### src/rtl/vram_arbiter.sv
// Shares the single-port frame buffer between display fetch (priority on address change) and a CPU requester.
// Display data lands 2 cycles after the fetch; CPU access takes >=4 cycles; a waiting CPU is force-granted after MAX_WAIT cycles.
module vram_arbiter #(
    parameter int ADDR_W   = 15,
    parameter int DATA_W   = 8,
    parameter int MAX_WAIT = 64
) (
    input  logic              clock_25mhz,
    input  logic              reset,
    input  logic              i_disp_req,
    input  logic [ADDR_W-1:0] i_disp_addr,
    output logic [DATA_W-1:0] o_disp_data,
    input  logic              i_cpu_req,
    input  logic              i_cpu_we,
    input  logic [ADDR_W-1:0] i_cpu_addr,
    input  logic [DATA_W-1:0] i_cpu_wdata,
    output logic              o_cpu_ack,
    output logic [DATA_W-1:0] o_cpu_rdata,
    output logic              o_cpu_busy,
    output logic [ADDR_W-1:0] o_ram_addr,
    output logic              o_ram_we,
    output logic [DATA_W-1:0] o_ram_wdata,
    input  logic [DATA_W-1:0] i_ram_rdata
);

    localparam int              CNT_W    = (MAX_WAIT > 1) ? $clog2(MAX_WAIT) : 1;
    localparam logic [CNT_W-1:0] CNT_LAST = CNT_W'(MAX_WAIT - 1);

    typedef enum logic [1:0] {
        ST_IDLE,
        ST_WAIT,
        ST_DATA,
        ST_ACK
    } state_t;

    state_t              r_state;
    state_t              w_next_state;
    logic [CNT_W-1:0]    r_wait_cnt;
    logic                r_cap_we;
    logic [ADDR_W-1:0]   r_cap_addr;
    logic [DATA_W-1:0]   r_cap_wdata;
    logic                r_last_valid;
    logic [ADDR_W-1:0]   r_last_addr;
    logic                r_fetch_d1;
    logic [DATA_W-1:0]   r_disp_data;
    logic [DATA_W-1:0]   r_cpu_rdata;

    logic                w_fetch_needed;
    logic                w_cpu_grant;
    logic                w_disp_fetch;

    assign w_fetch_needed = i_disp_req && (!r_last_valid || (i_disp_addr != r_last_addr));
    assign w_cpu_grant    = (r_state == ST_WAIT) && (!w_fetch_needed || (r_wait_cnt == CNT_LAST));
    // A forced CPU grant skips the fetch; fetch_needed stays set so it retries next cycle.
    assign w_disp_fetch   = w_fetch_needed && !w_cpu_grant;

    always_ff @(posedge clock_25mhz or posedge reset) begin
        if (reset) begin
            r_state <= ST_IDLE;
        end else begin
            r_state <= w_next_state;
        end
    end

    always_comb begin
        w_next_state = r_state;
        o_cpu_ack    = 1'b0;
        o_cpu_busy   = 1'b1;
        o_ram_addr   = i_disp_addr;
        o_ram_we     = 1'b0;
        o_ram_wdata  = r_cap_wdata;
        case (r_state)
            ST_IDLE: begin
                o_cpu_busy = 1'b0;
                if (i_cpu_req) begin
                    w_next_state = ST_WAIT;
                end
            end
            ST_WAIT: begin
                if (w_cpu_grant) begin
                    o_ram_addr   = r_cap_addr;
                    o_ram_we     = r_cap_we;
                    w_next_state = ST_DATA;
                end
            end
            ST_DATA: begin
                w_next_state = ST_ACK;
            end
            ST_ACK: begin
                o_cpu_ack    = 1'b1;
                w_next_state = ST_IDLE;
            end
            default: begin
                w_next_state = ST_IDLE;
            end
        endcase
    end

    always_ff @(posedge clock_25mhz or posedge reset) begin
        if (reset) begin
            r_wait_cnt  <= '0;
            r_cap_we    <= 1'b0;
            r_cap_addr  <= '0;
            r_cap_wdata <= '0;
            r_cpu_rdata <= '0;
        end else begin
            if ((r_state == ST_IDLE) && i_cpu_req) begin
                r_cap_we    <= i_cpu_we;
                r_cap_addr  <= i_cpu_addr;
                r_cap_wdata <= i_cpu_wdata;
                r_wait_cnt  <= '0;
            end else if ((r_state == ST_WAIT) && !w_cpu_grant && (r_wait_cnt != CNT_LAST)) begin
                r_wait_cnt <= r_wait_cnt + CNT_W'(1);
            end
            if ((r_state == ST_DATA) && !r_cap_we) begin
                r_cpu_rdata <= i_ram_rdata;
            end
        end
    end

    always_ff @(posedge clock_25mhz or posedge reset) begin
        if (reset) begin
            r_last_valid <= 1'b0;
            r_last_addr  <= '0;
            r_fetch_d1   <= 1'b0;
            r_disp_data  <= '0;
        end else begin
            // Blanking and CPU writes to the displayed address both force a refetch.
            if (!i_disp_req) begin
                r_last_valid <= 1'b0;
            end else if (w_cpu_grant && r_cap_we && (r_cap_addr == r_last_addr)) begin
                r_last_valid <= 1'b0;
            end else if (w_disp_fetch) begin
                r_last_valid <= 1'b1;
                r_last_addr  <= i_disp_addr;
            end
            r_fetch_d1 <= w_disp_fetch;
            if (r_fetch_d1) begin
                r_disp_data <= i_ram_rdata;
            end
        end
    end

    assign o_disp_data = r_disp_data;
    assign o_cpu_rdata = r_cpu_rdata;

endmodule

### config.mk
export PLATFORM = sky130hd
export DESIGN_NAME = vram_arbiter
export DESIGN_NICKNAME = d
export VERILOG_FILES = /design/src/rtl/vram_arbiter.sv
export SDC_FILE = /design/constraint.sdc
export NUM_CORES = 1
export LEC_CHECK = 0
export CORE_MARGIN = 2
export CORE_UTILIZATION = 43
export CTS_BUF_LIST = sky130_fd_sc_hd__clkbuf_16
export DETAILED_ROUTE_END_ITERATION = 7
export PLACE_DENSITY_LB_ADDON = 0.05
export SKIP_CTS_REPAIR_TIMING = 1
export SLEW_MARGIN = 15
export SYNTH_ARGS = -nofsm -noshare
export SYNTH_HDL_FRONTEND = slang
export SYNTH_SLANG_ARGS = --single-unit
### constraint.sdc
create_clock -name clock_25mhz -period 2.15 [get_ports clock_25mhz]
set_input_delay 0.43 -clock clock_25mhz [delete_from_list [all_inputs] [get_ports clock_25mhz]]
set_output_delay 0.43 -clock clock_25mhz [all_outputs]
set_load 0.01 [all_outputs]
==> reports/summary.json, run 1 <==
{
  "total_leakage_power": {"value": 2.31, "unit": "nW"},
  "critical_path.max_stage_delay": {"value": 0.50, "unit": "ns"},
  "mappedNetlistArea": {"value": 3160, "unit": "µm²"},
  "timing.critical_path.from_type": {"value": "flip-flop"},
  "worst_skew_pair.late_latency": {"value": 0.33, "unit": "ns"},
  "path_delay_family": {"value": "simple AND/OR/NAND/NOR gates"},
  "grt_setup_unrepaired": {"value": "yes"},
  "htree_num_levels": {"value": 3},
  "slew_headroom": {"value": 64.5, "unit": "%"},
  "grt_util_all_layers": {"value": 20.4, "unit": "%"},
  "utilization_after_layout": {"value": 67.8, "unit": "%"},
  "fmax": {"value": 354, "unit": "MHz"},
  "post-route-min-period": {"value": 2.82, "unit": "ns"},
  "crit_share_post_route": {"value": 131, "unit": "%"},
  "die_h": {"value": 89.8, "unit": "µm"},
  "run_status": {"value": "finished, violations left"},
  "crit_path_end_kind": {"value": "primary output"},
  "synth.area.top_cells": {"value": "dfrtp_1, mux2_2, nand2_1, xnor2_1, ha_1"},
  "maximum_number_of_pins_on_one_net_before_global_route_repair": {"value": 33},
  "number_of_detailed_routing_iterations_run_before_antenna_repair": {"value": 5},
  "worst_ir_drop_vdd": {"value": 0.000647, "unit": "V"},
  "final.setup.worst_slack": {"value": -0.672, "unit": "ns"},
  "cts.clk_slew.worst_paths": {"value": 0.05, "unit": "ns"},
  "post_drt_via_cell_ratio": {"value": 4.87},
  "final_hold_viol_count": {"value": 0},
  "number_of_setup_violations_in_the_final_report": {"value": 16},
  "floorplan.initialDensity": {"value": 44.1, "unit": "%"},
  "finalWeightedCongestion": {"value": 0.797},
  "max_slew.worst_pin.slew": {"value": 0.531, "unit": "ns"},
  "critical_path_s_slowest_cell": {"value": "nor4_4"},
  "post-place-cells": {"value": 505},
  "grt_pass1_vias": {"value": 2697},
  "place_area": {"value": 4460, "unit": "µm²"},
  "ys_seq_area_share": {"value": 51.4, "unit": "%"},
  "final_net_count": {"value": 485},
  "dr_total_vias": {"value": 2585},
  "tritoncts.num_buffers": {"value": 9},
  "dr.first_iter.drc_count": {"value": 52},
  "clkSinkCount": {"value": 65},
  "core-area": {"value": 7180, "unit": "µm²"},
  "die_width": {"value": 89.8, "unit": "µm"},
  "cts_tree": {"value": "done"},
  "synth_seq_cells": {"value": 65},
  "synth_unique_cells": {"value": 27},
  "final_layout_size_suffix_gt1_share": {"value": 31.5, "unit": "%"},
  "std_cell_rows": {"value": 31},
  "flow.area_growth_from_synthesis": {"value": 53.9, "unit": "%"},
  "critical_path.reg2reg.startpoint": {"value": "r_last_addr[6]"},
  "min_path_type": {"value": "input pin to async pin"},
  "critPathBufInv": {"value": 3},
  "dp_hpwl": {"value": 5460, "unit": "µm"},
  "post_synth_inst_count": {"value": 287},
  "clock_skew": {"value": 0.00404, "unit": "ns"},
  "mappedNetlistNets": {"value": 344},
  "cellPowerDensity": {"value": 1110, "unit": "nW/µm²"},
  "clock_tree.buffer_depth": {"value": 2},
  "syn_area_per_cell": {"value": 11.0, "unit": "µm²"},
  "filler_cell_count": {"value": 578},
  "path_common_cell": {"value": "buf_6"},
  "clockRootBuffer": {"value": "clkbuf_16"},
  "grt_first_pass_wirelength": {"value": 13000, "unit": "µm"},
  "cap_violations": {"value": 0},
  "most_area_hungry_cell_type_in_the_yosys_netlist": {"value": "dfrtp_1"},
  "instances_no_fill": {"value": 531},
  "ant_nets": {"value": 0},
  "total_power_after_layout": {"value": 5.39, "unit": "mW"},
  "failed_checks": {"value": "negative setup slack"},
  "timing.critical_path.cells": {"value": "xnor2_2 > nand4_1 > nor4_4 > o21ai_4 > buf_6 > buf_4 > mux2_2 > buf_6"},
  "synth_warnings": {"value": 0},
  "post-synth-top-area-fraction": {"value": 51.4, "unit": "%"},
  "post_route_cell_area": {"value": 4860, "unit": "µm²"},
  "required_worst_endpoint": {"value": 1.72, "unit": "ns"},
  "reg2regPathDepth": {"value": 6},
  "reg2reg_to": {"value": "r_last_addr[1]"},
  "final_max_slew_viol_count": {"value": 0},
  "crit_type": {"value": "flip-flop to primary output"},
  "postRouteWirelength": {"value": 7990, "unit": "µm"},
  "critical_path_peak_fanout": {"value": 4},
  "design.die.area": {"value": 8060, "unit": "µm²"},
  "post-route-drc-count": {"value": 0},
  "cp.arrival": {"value": 2.39, "unit": "ns"},
  "top_level_ports": {"value": 93},
  "grt-ovfl-total": {"value": 0},
  "antenna_diode_count": {"value": 0},
  "reg2reg_setup_slack": {"value": 0.03, "unit": "ns"},
  "portBuffers": {"value": 92},
  "post_drt_wl_per_cell": {"value": 15.0, "unit": "µm"},
  "antenna_found_initial": {"value": 0}
}
-- through the flow --
| step | setup WS (ns) | hold slack [ns] | setup TNS, ns |
|---|---|---|---|
| finish | -0.672 | 0.425 | -8.59 |
| global route | -0.742 | 0.431 | -10.06 |
| CTS | -1.06 | 0.440 | -20.98 |
| detailed placement | -1.04 | 0.461 | -27.65 |
| global placement | -0.985 | 0.461 | -26.10 |
| floorplan | -0.0160 | 0.484 | -0.144 |
-- per-layer routing --
metal	part of all wire (%)	global-route usage, %	vias up
met5	0	0	-
met4	2.3	9.23	0
met3	5.3	6.71	14
met2	47	31.3	67
met1	45	26.4	1245
li1	-	-	1259
-- flip-flops by register name (all words and copies together) (netlist names) --
register	flops
r_wait_cnt	6
o_disp_data	8
o_cpu_rdata	8
r_last_valid	1
r_last_addr	15
o_ram_wdata	8
r_state	2
r_cap_we	1
r_fetch_d1	1
r_cap_addr	15
-- layout make-up --
| type | count | area, µm² | share of cell area, % |
|---|---|---|---|
| clock buffer | 9 | 225 | 4.63 |
| clock inverter | 6 | 60.1 | 1.23 |
| inverter | 5 | 18.8 | 0.386 |
| multi-input combinational | 207 | 1500 | 30.9 |
| sequential | 65 | 1630 | 33.4 |
| tap | 99 | 124 | 2.55 |
| timing repair buffer | 140 | 1310 | 26.9 |
-- placed cells by master (no fill, tap or decap), types with 3 or more instances in the layout --
cell type and count:
clkbuf_16 9, clkbuf_2 9, buf_6 10, buf_4 43, clkdlybuf4s50_1 60, o21ai_0 7
or3_2 3, ha_1 6, nand3_1 4, dfrtp_1 65, dlymetal6s2s_1 16, xnor2_1 28
nand2_1 75, nand4_1 11, inv_1 4, a21oi_1 6, mux2_2 47
-- logic make-up after synthesis --
kind of cell | count (synthesis) | share of synthesized area [%]
AOI/OAI and AO/OA | 17 | 3.09
DFF | 65 | 51.4
adders and majority gates | 6 | 2.37
xor gates and xnor gates | 30 | 8.31
muxes | 48 | 17.1
and+or+nand+nor | 105 | 15.4
buffers and inverters | 16 | 2.37
-- Yosys cell counts (all sizes together) --
cell	number
nand2	75
dfrtp	65
mux2	47
xnor2	30
nand4	11
o21ai	8
a21oi	6
clkbuf	6
ha	6
buf	5
inv	5
or3	5
nand3	4
nor2	3
and3	2
and4	2
and2	1
mux2i	1
nor4	1
o22ai	1
o2bb2ai	1
o41ai	1
or3b	1
-- worst reg2reg max path, delay by kind of cell, from the launching register on --
kind | cells | cell delay, ns
flip-flops | 1 | 0.40
multiplexers | 1 | 0.30
buffers and inverters | 1 | 0.30
AND/OR/NAND/NOR | 3 | 0.82
XOR/XNOR | 1 | 0.18
-- worst max-delay path by stage --
| stage | startpoint | end | slack, ns | cells after the start |
|---|---|---|---|---|
| 2_1_floorplan | i_disp_addr[7] | o_ram_addr[0] | -0.02 | 6 |
| 3_3_place_gp | i_disp_addr[6] | o_ram_addr[13] | -0.99 | 7 |
| 3_5_place_dp | i_disp_addr[6] | o_ram_addr[11] | -1.04 | 7 |
| 4_1_cts | i_disp_addr[6] | o_ram_addr[11] | -1.06 | 7 |
| 5_1_grt | r_last_addr[6] | o_ram_addr[5] | -0.74 | 8 |
| 6_report | r_last_addr[6] | o_ram_addr[5] | -0.67 | 8 |
-- where the power goes --
part | total [mW] | switching [mW] | leakage, nW | internal (mW)
logic | 2.11 | 0.913 | 1.39 | 1.19
clock network | 1.42 | 0.534 | 0.139 | 0.883
registers | 1.86 | 0.261 | 0.790 | 1.60
Note: power is estimated with default switching activity, not from simulation.
==> run 2: changes to the inputs <==
--- a/config.mk
+++ b/config.mk
@@ -5,6 +5,7 @@
 export SDC_FILE = /design/constraint.sdc
 export NUM_CORES = 1
 export LEC_CHECK = 0
+export CORE_ASPECT_RATIO = 0.5
 export CORE_MARGIN = 2
 export CORE_UTILIZATION = 43
 export CTS_BUF_LIST = sky130_fd_sc_hd__clkbuf_16
==> run 2 against run 1 <==
  * The run still ends with negative setup slack left
  * Die area up 0.52%
  * Sequential share of layout area down 0.37 points
  * Cell count up 0.19%
  * Maximum frequency up 1.6%
  * Clock skew about the same
  * Critical endpoint is now o_ram_addr[11]
  * Largest cell class unchanged
  * Largest power group unchanged
==> reports/summary.json, run 2 (same netlist as run 1, synthesis figures left out) <==
{
  "dr.first_iter.drc_count": {"value": 68},
  "die_h": {"value": 64.6, "unit": "µm"},
  "tritoncts.num_buffers": {"value": 9},
  "total_leakage_power": {"value": 2.36, "unit": "nW"},
  "postRouteWirelength": {"value": 7670, "unit": "µm"},
  "grt_pass1_vias": {"value": 2529},
  "final_layout_size_suffix_gt1_share": {"value": 31.7, "unit": "%"},
  "reg2reg_setup_slack": {"value": 0.11, "unit": "ns"},
  "post-route-drc-count": {"value": 0},
  "ant_nets": {"value": 0},
  "antenna_found_initial": {"value": 0},
  "clock_tree.buffer_depth": {"value": 2},
  "worst_ir_drop_vdd": {"value": 0.000703, "unit": "V"},
  "worst_skew_pair.late_latency": {"value": 0.32, "unit": "ns"},
  "finalWeightedCongestion": {"value": 0.772},
  "std_cell_rows": {"value": 22},
  "most-common-layout-cells": {"value": "nand2_1, dfrtp_1, clkdlybuf4s50_1, mux2_2, buf_4"},
  "crit_share_post_route": {"value": 129, "unit": "%"},
  "cap_violations": {"value": 0},
  "post_drt_via_cell_ratio": {"value": 4.85},
  "dp_hpwl": {"value": 5560, "unit": "µm"},
  "filler_cell_count": {"value": 575},
  "max_slew.worst_pin.slew": {"value": 0.478, "unit": "ns"},
  "critical_path_peak_fanout": {"value": 5},
  "cellPowerDensity": {"value": 1100, "unit": "nW/µm²"},
  "failed_checks": {"value": "negative setup slack"},
  "dr_total_vias": {"value": 2581},
  "critical_path.reg2reg.startpoint": {"value": "r_last_addr[0]"},
  "required_worst_endpoint": {"value": 1.72, "unit": "ns"},
  "portBuffers": {"value": 92},
  "number_of_setup_violations_in_the_final_report": {"value": 16},
  "largest_registers": {"value": "r_cap_addr: 15 flops, r_last_addr: 15 flops"},
  "post_drt_wl_per_cell": {"value": 14.4, "unit": "µm"},
  "crit_path_end_kind": {"value": "primary output"},
  "clockRootBuffer": {"value": "clkbuf_16"},
  "min_path_type": {"value": "input pin to async pin"},
  "cp.arrival": {"value": 2.35, "unit": "ns"},
  "grt_util_all_layers": {"value": 19.7, "unit": "%"},
  "die_width": {"value": 125, "unit": "µm"},
  "fmax": {"value": 360, "unit": "MHz"},
  "number_of_detailed_routing_iterations_run_before_antenna_repair": {"value": 4},
  "slew_headroom": {"value": 67.7, "unit": "%"},
  "cts.clk_slew.worst_paths": {"value": 0.05, "unit": "ns"},
  "clkSinkCount": {"value": 65},
  "reg2reg_to": {"value": "r_last_addr[13]"},
  "final_net_count": {"value": 488},
  "timing.critical_path.from_type": {"value": "flip-flop"},
  "reg2regPathDepth": {"value": 6},
  "clock_skew": {"value": 0.00381, "unit": "ns"},
  "grt-ovfl-total": {"value": 0},
  "maximum_number_of_pins_on_one_net_before_global_route_repair": {"value": 26},
  "cts_tree": {"value": "done"},
  "grt_setup_unrepaired": {"value": "yes"},
  "top_level_ports": {"value": 93},
  "design.die.area": {"value": 8100, "unit": "µm²"},
  "grt_first_pass_wirelength": {"value": 12300, "unit": "µm"},
  "total_power_after_layout": {"value": 5.39, "unit": "mW"},
  "hold_slack": {"value": 0.428, "unit": "ns"},
  "core-area": {"value": 7210, "unit": "µm²"},
  "final_max_slew_viol_count": {"value": 0},
  "htree_num_levels": {"value": 3},
  "final.setup.worst_slack": {"value": -0.627, "unit": "ns"},
  "run_status": {"value": "finished, violations left"},
  "final_common_cell": {"value": "nand2_1"},
  "antenna_diode_count": {"value": 0},
  "post-route-min-period": {"value": 2.78, "unit": "ns"},
  "crit_type": {"value": "flip-flop to primary output"},
  "floorplan.initialDensity": {"value": 43.8, "unit": "%"},
  "final_hold_viol_count": {"value": 0},
  "flow.area_growth_from_synthesis": {"value": 55.6, "unit": "%"}
}
run 2: where the power goes:
part | internal (mW) | switching (mW)
sequential | 1.60 | 0.259
combinational | 1.24 | 0.939
clock | 0.871 | 0.481
total | 3.71 | 1.68
run 2: cell type report:
cell class / count / area (µm²) / share of cell area (%)
Timing Repair Buffer: 143 / 1340 / 27.2
Clock inverter: 7 / 52.6 / 1.07
Sequential cell: 65 / 1630 / 33.1
Inverter: 5 / 18.8 / 0.382
Multi-Input combinational cell: 207 / 1540 / 31.3
Clock buffer: 9 / 225 / 4.58
Tap cell: 96 / 120 / 2.44
run 2: stage by stage:
| stage | setup TNS [ns] | cell area [µm²] | setup slack (ns) | utilization, % | std cells |
|---|---|---|---|---|---|
| floorplan | -0.144 | 3170 | -0.0160 | - | 287 |
| finish | -8.41 | 4920 | -0.627 | 68.2 | 532 |
| CTS | -19.87 | 4720 | -1.05 | 65.4 | 515 |
| global route | -11.05 | 4920 | -0.758 | 68.2 | 532 |
| detailed placement | -26.03 | 4440 | -1.03 | 61.6 | 499 |
| global placement | -24.94 | 4440 | -1.01 | 61.6 | 499 |
run 2: worst max-delay path by stage:
stage / end / start
4_1_cts: o_ram_addr[7] / i_disp_addr[13]
3_3_place_gp: o_ram_addr[14] / i_disp_addr[13]
2_1_floorplan: o_ram_addr[0] / i_disp_addr[7]
3_5_place_dp: o_ram_addr[7] / i_disp_addr[13]
5_1_grt: o_ram_addr[11] / r_last_addr[0]
6_report: o_ram_addr[11] / r_last_addr[0]
run 2: per-layer routing:
metal	vias to the layer above	routed length, µm	track usage, %
li1	1259	-	-
met1	1249	3540	25.0
met2	65	3660	31.4
met3	8	398	6.52
met4	0	68	7.92
met5	-	0	0
run 2: worst max-delay path: stages (launching register included):
cell and delay [ns]:
dfrtp_1 0.41, xnor2_2 0.15, nand4_1 0.16, nor4_4 0.49, o21ai_4 0.14, buf_4 0.16, buf_4 0.12, mux2_2 0.26
clkbuf_2 0.13
